`src/rtl/seg7_pkg.sv`:
```
// Shared 7-segment types and constants (bit6=a .. bit0=g, 1 = lit).
package seg7_pkg;

  typedef logic [6:0] seg7_t;

  localparam seg7_t SEG_ZERO  = 7'h7E;
  localparam seg7_t SEG_BLANK = 7'h00;

  // Decimal digit to segment pattern, shared with the upstream encoder.
  localparam seg7_t SEG_LUT [10] = '{
    7'h7E, 7'h30, 7'h6D, 7'h79, 7'h33,
    7'h5B, 7'h5F, 7'h70, 7'h7F, 7'h7B
  };

  function automatic seg7_t dec_to_seg(input logic [3:0] d);
    dec_to_seg = (d < 4'd10) ? SEG_LUT[d] : SEG_BLANK;
  endfunction

endpackage

```
`src/rtl/seg7_scan_timer.sv`:
```
// Slot/digit scan counters, wrap detection and the frame_start pulse.
module seg7_scan_timer #(
  parameter int DIGITS      = 2,
  parameter int SLOT_CYCLES = 1000,
  localparam int CW = $clog2(SLOT_CYCLES),
  localparam int IW = (DIGITS > 1) ? $clog2(DIGITS) : 1
) (
  input  logic          clk,
  input  logic          rstn,
  output logic [CW-1:0] cnt_nxt,
  output logic [IW-1:0] idx_nxt,
  output logic          slot_wrap,
  output logic          frame_wrap,
  output logic          frame_start
);

  logic [CW-1:0] cnt;
  logic [IW-1:0] idx;

  // Next-state of the counters; downstream registers key off these so the
  // outputs line up with the counter value of the same cycle.
  always_comb begin
    slot_wrap  = (cnt == CW'(SLOT_CYCLES - 1));
    cnt_nxt    = slot_wrap ? '0 : cnt + 1'b1;
    idx_nxt    = idx;
    if (slot_wrap)
      idx_nxt = (idx == IW'(DIGITS - 1)) ? '0 : idx + 1'b1;
    frame_wrap = slot_wrap && (idx == IW'(DIGITS - 1));
  end

  // Counter state; reset lands on (0,0) but that is not a wrap, so no pulse.
  always_ff @(posedge clk or negedge rstn) begin
    if (!rstn) begin
      cnt         <= '0;
      idx         <= '0;
      frame_start <= 1'b0;
    end else begin
      cnt         <= cnt_nxt;
      idx         <= idx_nxt;
      frame_start <= frame_wrap;
    end
  end

endmodule

```
`src/rtl/seg7_scan_driver.sv`:
```
// Time-multiplexed 7-segment driver: per-frame shadow buffer, guard time,
// 16-level PWM brightness and leading-zero blanking.
module seg7_scan_driver
  import seg7_pkg::*;
#(
  parameter int DIGITS       = 2,
  parameter int SLOT_CYCLES  = 1000,
  parameter int GUARD_CYCLES = 8,
  parameter bit ACTIVE_LOW   = 1'b1
) (
  input  logic                   clk,
  input  logic                   rstn,
  input  logic [DIGITS-1:0][6:0] s_data,
  input  logic [3:0]             brightness,
  input  logic                   blank_lz,
  output logic [6:0]             seg,
  output logic [DIGITS-1:0]      dig_en,
  output logic                   frame_start
);

  localparam int CW   = $clog2(SLOT_CYCLES);
  localparam int IW   = (DIGITS > 1) ? $clog2(DIGITS) : 1;
  localparam int OW   = CW + 4;
  localparam int SPAN = SLOT_CYCLES - GUARD_CYCLES;

  localparam logic [6:0]        SEG_OFF = ACTIVE_LOW ? 7'h7F : 7'h00;
  localparam logic [DIGITS-1:0] DIG_OFF = ACTIVE_LOW ? '1 : '0;

  logic [CW-1:0] cnt_nxt;
  logic [IW-1:0] idx_nxt;
  logic          slot_wrap, frame_wrap;

  seg7_scan_timer #(
    .DIGITS      (DIGITS),
    .SLOT_CYCLES (SLOT_CYCLES)
  ) u_timer (
    .clk         (clk),
    .rstn        (rstn),
    .cnt_nxt     (cnt_nxt),
    .idx_nxt     (idx_nxt),
    .slot_wrap   (slot_wrap),
    .frame_wrap  (frame_wrap),
    .frame_start (frame_start)
  );

  logic [DIGITS-1:0][6:0] shadow_q, shadow_d;
  logic [3:0]             bri_q, bri_d;
  logic                   loaded_q, loaded_d;
  logic [OW-1:0]          prod, on_len, cnt_x;
  logic [DIGITS-1:0]      blank;
  logic                   run, on_ph, lit;
  seg7_t                  seg_d;
  logic [DIGITS-1:0]      dig_d;

  // Next-state of shadow/brightness plus phase decode for the upcoming cycle.
  always_comb begin
    shadow_d = frame_wrap ? s_data : shadow_q;
    bri_d    = slot_wrap ? brightness : bri_q;
    // Until the first frame has been sampled the shadow holds nothing real,
    // so the whole first frame after reset stays dark.
    loaded_d = loaded_q | frame_wrap;

    prod   = OW'(SPAN) * OW'(bri_d);
    on_len = (bri_d == 4'hF) ? OW'(SPAN) : (prod >> 4);
    cnt_x  = OW'(cnt_nxt);
    on_ph  = (cnt_x >= OW'(GUARD_CYCLES)) && (cnt_x < OW'(GUARD_CYCLES) + on_len);

    // Blank zeros from the top down; a nonzero digit stops the run.
    blank = '0;
    run   = blank_lz;
    for (int j = DIGITS - 1; j >= 1; j--) begin
      run      = run && (shadow_d[j] == SEG_ZERO);
      blank[j] = run;
    end

    lit   = loaded_d && on_ph && !blank[idx_nxt];
    seg_d = lit ? shadow_d[idx_nxt] : SEG_BLANK;
    dig_d = lit ? (DIGITS'(1) << idx_nxt) : '0;
  end

  // Shadow, brightness latch and registered outputs in display polarity.
  always_ff @(posedge clk or negedge rstn) begin
    if (!rstn) begin
      shadow_q <= '0;
      bri_q    <= '0;
      loaded_q <= 1'b0;
      seg      <= SEG_OFF;
      dig_en   <= DIG_OFF;
    end else begin
      shadow_q <= shadow_d;
      bri_q    <= bri_d;
      loaded_q <= loaded_d;
      seg      <= ACTIVE_LOW ? ~seg_d : seg_d;
      dig_en   <= ACTIVE_LOW ? ~dig_d : dig_d;
    end
  end

endmodule
```
`config.mk`:
```
export PLATFORM = sky130hd
export DESIGN_NAME = seg7_scan_driver
export DESIGN_NICKNAME = d
export VERILOG_FILES = /design/src/rtl/seg7_pkg.sv /design/src/rtl/seg7_scan_timer.sv /design/src/rtl/seg7_scan_driver.sv
export SDC_FILE = /design/constraint.sdc
export NUM_CORES = 1
export LEC_CHECK = 0
export CORE_ASPECT_RATIO = 1.1
export CORE_MARGIN = 8
export CORE_UTILIZATION = 40
export DETAILED_ROUTE_END_ITERATION = 7
export GPL_TIMING_DRIVEN = 0
export PLACE_DENSITY_LB_ADDON = 0.05
export SETUP_SLACK_MARGIN = 0.5
export SYNTH_ARGS = -nofsm -noshare
export SYNTH_HDL_FRONTEND = slang
export SYNTH_SLANG_ARGS = --single-unit
```
`constraint.sdc`:
```
create_clock -name clk -period 6.8 [get_ports clk]
set_input_delay 0.68 -clock clk [delete_from_list [all_inputs] [get_ports clk]]
set_output_delay 0.68 -clock clk [all_outputs]
set_load 0.05 [all_outputs]
```
; Word-level counts from Yosys, hierarchy flattened
; Cells that the tools add are included.
[totals]
reg_bits = 40
elab_cells = 41
out_inout_bits = 10
[classes]
n_reduce_logical = 6
n_addsub = 3
n_eq_ne = 3
multipliers = 1
n_shift = 1
n_mux = 12
order_cmp = 3
bitwise_logic = 3
[ops]
columns = cell, count
row1 = 2-to-1 mux 7 bit, 3
row2 = 2-to-1 mux 10 bit, 2
row3 = 2-to-1 mux 14 bit, 1
row4 = "adder 4 x 10 -> 11 bit, first input constant", 1
row5 = < comparator 10 x 11 -> 1 bit, 1
row6 = "adder 10 x 1 -> 10 bit, second input constant", 1
row7 = "equality test 10 bit, second input constant", 1
row8 = "greater-or-equal comparator 10 x 4 -> 1 bit, second input constant", 1
row9 = "multiplier 5 x 4 -> 9 bit, first input constant", 1
row10 = "equality test 7 bit, second input constant", 1
row11 = NOT 7 bit, 1
row12 = logical AND 1 bit, 5
row13 = "equality test 4 bit, second input constant", 1
row14 = 2-to-1 mux 1 bit, 4
row15 = 2-to-1 mux 4 bit, 1
row16 = "< comparator 1 x 2 -> 1 bit, second input constant", 1
row17 = 2-to-1 mux 2 bit, 1
row18 = NOT 2 bit, 1
row19 = "left shift 1 x 1 -> 2 bit, first input constant", 1
row20 = "adder 1 bit, second input constant", 1
row21 = zero test 1 bit, 1
row22 = bitwise OR 1 bit, 1

; Logic depth before layout (Yosys ltp)
[depth]
depth_word = 11
mapped_depth = 22

; Hierarchy
; A second synthesis with hierarchy kept.
[unflattened]
cells_unflattened = 221
hier_area_um2 = 2517.4
[modules_own_cells]
columns = mod, seq_area_each_um2, area_each_um2, instances, cells_each
row1 = seg7_scan_driver, 711.9, 1965.6, 1, 173
row2 = seg7_scan_timer, 300.3, 551.8, 1, 48

; Worst setup path after synthesis
; OpenSTA, ideal clock, no wires.
[synth_timing]
path_kind = reg-to-reg
from = register u_timer.cnt[0]
to = register seg[5]
setup_slack_ns = 1.059
t_arrival_ns = 5.647
stages_incl_launch_ff = 22
path_buffers = 0
setup_ns = 0.094
synth_period_minus_slack_ns = 5.741
path_cell_list = dfrtp_1 -> ha_1 -> nand2_1 -> nor3_2 -> mux2_2 -> inv_1 -> fa_1 -> inv_1 -> fa_1 -> inv_1 -> fa_1 -> nand2b_1 -> a21oi_1 -> nand3_1 -> a211o_1 -> xor2_1 -> ha_1 -> a2111oi_0 -> nand2_1 -> o22a_1 -> o31ai_4 -> or4b_1
[synth_between]
elab_chain_cells = 11
[synth_rtl]
columns = element, line_no
row1 = start: declaration, seg7_scan_timer.sv:17  ; logic [CW-1:0] cnt;
row2 = start signal: assignment, seg7_scan_timer.sv:38  ; cnt <= cnt_nxt;
row3 = equality test 10 bit (*), seg7_scan_timer.sv:23  ; slot_wrap = (cnt == CW'(SLOT_CYCLES - 1));
row4 = 2-to-1 mux 4 bit (*), seg7_scan_driver.sv:58  ; bri_d = slot_wrap ? brightness : bri_q;
row5 = named net bri_d[2], seg7_scan_driver.sv:47  ; logic [3:0] bri_q, bri_d;
row6 = multiplier 5 x 4 -> 9 bit / equality test 4 bit (equally long branches), "seg7_scan_driver.sv:63, seg7_scan_driver.sv:64"
row7 = 2-to-1 mux 10 bit (*), seg7_scan_driver.sv:64  ; on_len = (bri_d == 4'hF) ? OW'(SPAN) : (prod >> 4);
row8 = adder 4 x 10 -> 11 bit (*), seg7_scan_driver.sv:66  ; on_ph = (cnt_x >= OW'(GUARD_CYCLES)) && (cnt_x < OW'(GUARD_CYCLES) + on_len);
row9 = < comparator 10 x 11 -> 1 bit (*), seg7_scan_driver.sv:66
row10 = logical AND 1 bit (*), seg7_scan_driver.sv:66
row11 = logical AND 1 bit (*) (2 in a row), seg7_scan_driver.sv:76  ; lit = loaded_d && on_ph && !blank[idx_nxt];
row12 = 2-to-1 mux 7 bit (*), seg7_scan_driver.sv:77  ; seg_d = lit ? shadow_d[idx_nxt] : SEG_BLANK;
row13 = NOT 7 bit (*), seg7_scan_driver.sv:93  ; seg <= ACTIVE_LOW ? ~seg_d : seg_d;
row14 = end signal: assignment, seg7_scan_driver.sv:93
row15 = end: declaration, seg7_scan_driver.sv:16  ; output logic [6:0] seg,
; The timed path passes the listed nets; every way through them passes the cells marked *. The select of a mux whose other input is x is not followed.

; Worst setup path after layout
[layout_timing]
from = input brightness[1]
to = register seg[5]
[layout_between]
elab_chain_cells = 10
[layout_rtl]
columns = element, line_no
row1 = start: declaration, seg7_scan_driver.sv:14  ; input logic [3:0] brightness,
row2 = 2-to-1 mux 4 bit (*), seg7_scan_driver.sv:58
row3 = multiplier 5 x 4 -> 9 bit / equality test 4 bit (equally long branches), "seg7_scan_driver.sv:63, seg7_scan_driver.sv:64"
row4 = 2-to-1 mux 10 bit (*), seg7_scan_driver.sv:64
row5 = adder 4 x 10 -> 11 bit (*), seg7_scan_driver.sv:66
row6 = < comparator 10 x 11 -> 1 bit (*), seg7_scan_driver.sv:66
row7 = logical AND 1 bit (*), seg7_scan_driver.sv:66
row8 = logical AND 1 bit (*) (2 in a row), seg7_scan_driver.sv:76
row9 = 2-to-1 mux 7 bit (*), seg7_scan_driver.sv:77
row10 = NOT 7 bit (*), seg7_scan_driver.sv:93
; Mark *: on every way between the ends. The rest lies on a longest branch, timed or not.

==> metrics <==
CP Launch Type primary input; clock sink total 40; Post-synth EDFFs 0; number of placement rows 31; share of cells above drive strength 1 15.70%; CP Data Arrival Time approximately 6200 ps; # DRC 0; synth unique cells 54; routed wire length per instance 14.56 µm; Die ar. about 9400 µm²; Synth top area share between 20 and 30%; sequential standard cell area approximately 1000 µm²; Hold Vio Cnt, Final 0; TritonCTS clock tree yes; Switch Pwr 87.92 µW; Final min period 6003 ps; average size of a mapped cell roughly 10 µm²; ranking of synthesized cells by area dfrtp_1, ha_1, dfstp_2; Overall Global Routing Usage approximately 12%; Worst-path clk slew about 80 ps; critical path, cell by cell clkdlybuf4s50_1 -> inv_1 -> or4_4 -> and2_1 -> fa_1 -> inv_1 -> fa_1 -> inv_1 -> fa_1 -> nand2b_1 -> a21oi_4 -> nand3_1 -> a211o_1 -> xor2_1 -> ha_1 -> a2111oi_2 -> nand2_1 -> o22a_1 -> o31ai_4 -> or4b_1; final wirelength roughly 5.5 mm; most frequent cell after synthesis dfrtp_1; Netlist Area Pre-Place ~2600 µm²; drt pass-1 iters 4; fillcell total 600; Comb power frac 3.9%; Synth Area in Adders approximately 16%; Compound-Gate Fraction of Synth Area a little over an eighth; Synth Register Bits 40; status finished clean; vias in the first global route between 1500 and 2000; Crit Path Category in -> reg; worst-case reg-to-reg path depth 20; first-pass GRT wire length between 9 and 10 mm; Simple-Gate Fraction of Synth Area between 10% and 20%; crit-path max FO 9; RD Place Congestion around 0.78; setup ws final approximately 800 ps; maximum clock frequency around 0.17 GHz; hpwl dp approximately 4.4 mm; largest family of logic cells by synthesized area simple AND/OR/NAND/NOR gates; post-layout net count 344; RSZ-0062 raised after global routing false; internal power approximately 360 µW; MaxCap Viol Count 0; via density per instance roughly 5; Root Driver clkbuf_8; number of I/O pins 31; Slew @ Worst Pin just over 600 ps; hold slack approximately 270 ps; Post-synth ARST share 100.0%; sequential share of the synthesized area about two fifths; Largest stage delay, worst path approximately 600 ps; Synth Net Count roughly 300; Max Clock Skew 7.050 ps; DRT iter0 DRCs 85; Multi-input gate area between 1500 and 2000 µm²; largest net degree at the start of global routing 30; Hold Crit Class in -> async; routed vias between 1500 and 2000; Setup WS pre-CTS approximately 57 ps; Synth Instances about 250; gr ovfl total 0; pins over their slew limit 0; Post-DP Area around 3100 µm²; initial antenna violation count 0; port bufs 30; Die Ht slightly above 100 µm; switch share 19.72%; maximum root-to-sink buffer count 2; sequential share of power 53.4%; slowest CP cell fa_1; worst reg2reg startpoint u_timer.cnt[0]; Critical Path RT 7010 ps; capturing point of the worst reg2reg path seg[5]; leading area contributor after synthesis dfrtp_1; die width 93.39 µm; pwr dens about 140 nW/µm²; H-tree depth 2; Tcrit/Tclk final 88.28%; CP Capture Type flip-flop; Initial Util between 40% and 50%; leak pwr between 0.001 and 0.0015 µW; Clock power frac 42.7%; Ys Warns 0; CTS Buf Count 5; Peak supply drop slightly below 100 µV; Post-Synth XOR/XNOR Area 4.653%; Detail Route Antenna Nets 0; Commonest cells post-synth dfrtp_1, ha_1, nor2_1, inv_1, nand2_1; Design Area, Final approximately 3200 µm²; Final setup viols 0; Core Area between 6000 and 7000 µm²; hold bufs inserted after CTS 0; Post-Route Setup TNS 0 ps; Total Power approximately 450 µW; post-synthesis mux area share ~7.4%; Clk Latency, worst-skew pair around 290 ps; ys flop type dfrtp_1; setup slack, reg-to-reg slightly below 900 ps; Antenna diodes 0; Max transition margin 58.70%; area grow syn2layout 21.98%
[cells by family (layout without fill, tap and decap cells)]
group / count (synthesis) / in the layout
XOR/XNOR: 14 / 14
adder cells (fa/ha/maj): 31 / 31
flip-flops: 40 / 40
multiplexers: 18 / 18
AND/OR/NAND/NOR: 81 / 81
AO/OA/AOI/OAI: 44 / 44
buffers and inverters: 23 / 65
[power groups by stage]
stage          registers [µW]  logic [µW]  clock network, µW
6_report                  238        17.6                190
5_1_grt                   238        19.6                205
4_1_cts                   238        18.1                197
3_5_place_dp              242        18.0                  0
3_3_place_gp              242        17.1                  0
2_1_floorplan             242       0.244                  0
[per-stage QoR]
step / std cells / utilization (%)
2_1_floorplan: 251 / -
3_3_place_gp: 363 / 46.90
3_5_place_dp: 364 / 47.13
4_1_cts: 374 / 49.18
5_1_grt: 375 / 49.62
6_report: 375 / 49.62
[layout make-up]
class / instances / share of cell area, %
multi-input combinational: 188 / 48.73
timing repair buffer: 34 / 10.51
buffer: 4 / 0.5060
clock inverter: 2 / 1.090
sequential: 40 / 31.49
inverter: 19 / 2.219
tap: 82 / 3.192
clock buffer: 6 / 2.258
[critical path: cells and delay by family]
family | cells | cell delay [ps]
AO/OA/AOI/OAI | 5 | 1240
AND/OR/NAND/NOR | 6 | 1630
XOR/XNOR | 1 | 190
adder cells (fa/ha/maj) | 4 | 1810
buffers and inverters | 4 | 680
[repair_timing]
item                       4_1_cts  5_1_grt
cloned                           0        0
resized for setup                2        5
pin swaps                        1        2
setup buffers                    2        1
setup endpoints to repair        9        4
[placed cells by master, fill, tap and decap left out, drive strengths merged, types with 4 or more instances in the layout]
| cell type | n |
|---|---|
| xor2 | 7 |
| mux2i | 6 |
| buf | 6 |
| ha | 25 |
| o21ai | 8 |
| xnor2 | 7 |
| clkdlybuf4s50 | 29 |
| o2111ai | 7 |
| and2 | 6 |
| dfrtp | 31 |
| dfstp | 9 |
| nand2b | 4 |
| mux2 | 12 |
| nand3 | 8 |
| nor2 | 22 |
| a21oi | 7 |
| o31ai | 4 |
| nor2b | 5 |
| nand2 | 16 |
| nor3 | 4 |
| clkbuf | 9 |
| inv | 19 |
| fa | 6 |
[metal layers]
metal | wire, µm | track usage [%] | part of all wire (%)
met1 | 2475 | 15.64 | 45
met2 | 2596 | 20.41 | 48
met4 | 106 | 5.459 | 1.9
met3 | 282 | 2.310 | 5.2
met5 | 0 | 0 | 0
[how the worst max path moves through the flow]
stage / end / slack [ps] / start
after floorplan: seg[5] / 1060 / u_timer.cnt[0]
after global placement: seg[5] / 50 / u_timer.cnt[0]
after detailed placement: seg[5] / 60 / u_timer.cnt[0]
after CTS: seg[5] / 590 / u_timer.cnt[0]
after global routing: seg[5] / 510 / brightness[1]
final: seg[5] / 800 / brightness[1]
[state kept, by name, indices dropped and copies added (netlist names)]
name / count
loaded_q: 1
bri_q: 4
u_timer.idx: 1
u_timer.frame_start: 1
shadow_q: 14
dig_en: 2
seg: 7
u_timer.cnt: 10
(Power assumes the default switching activity.)
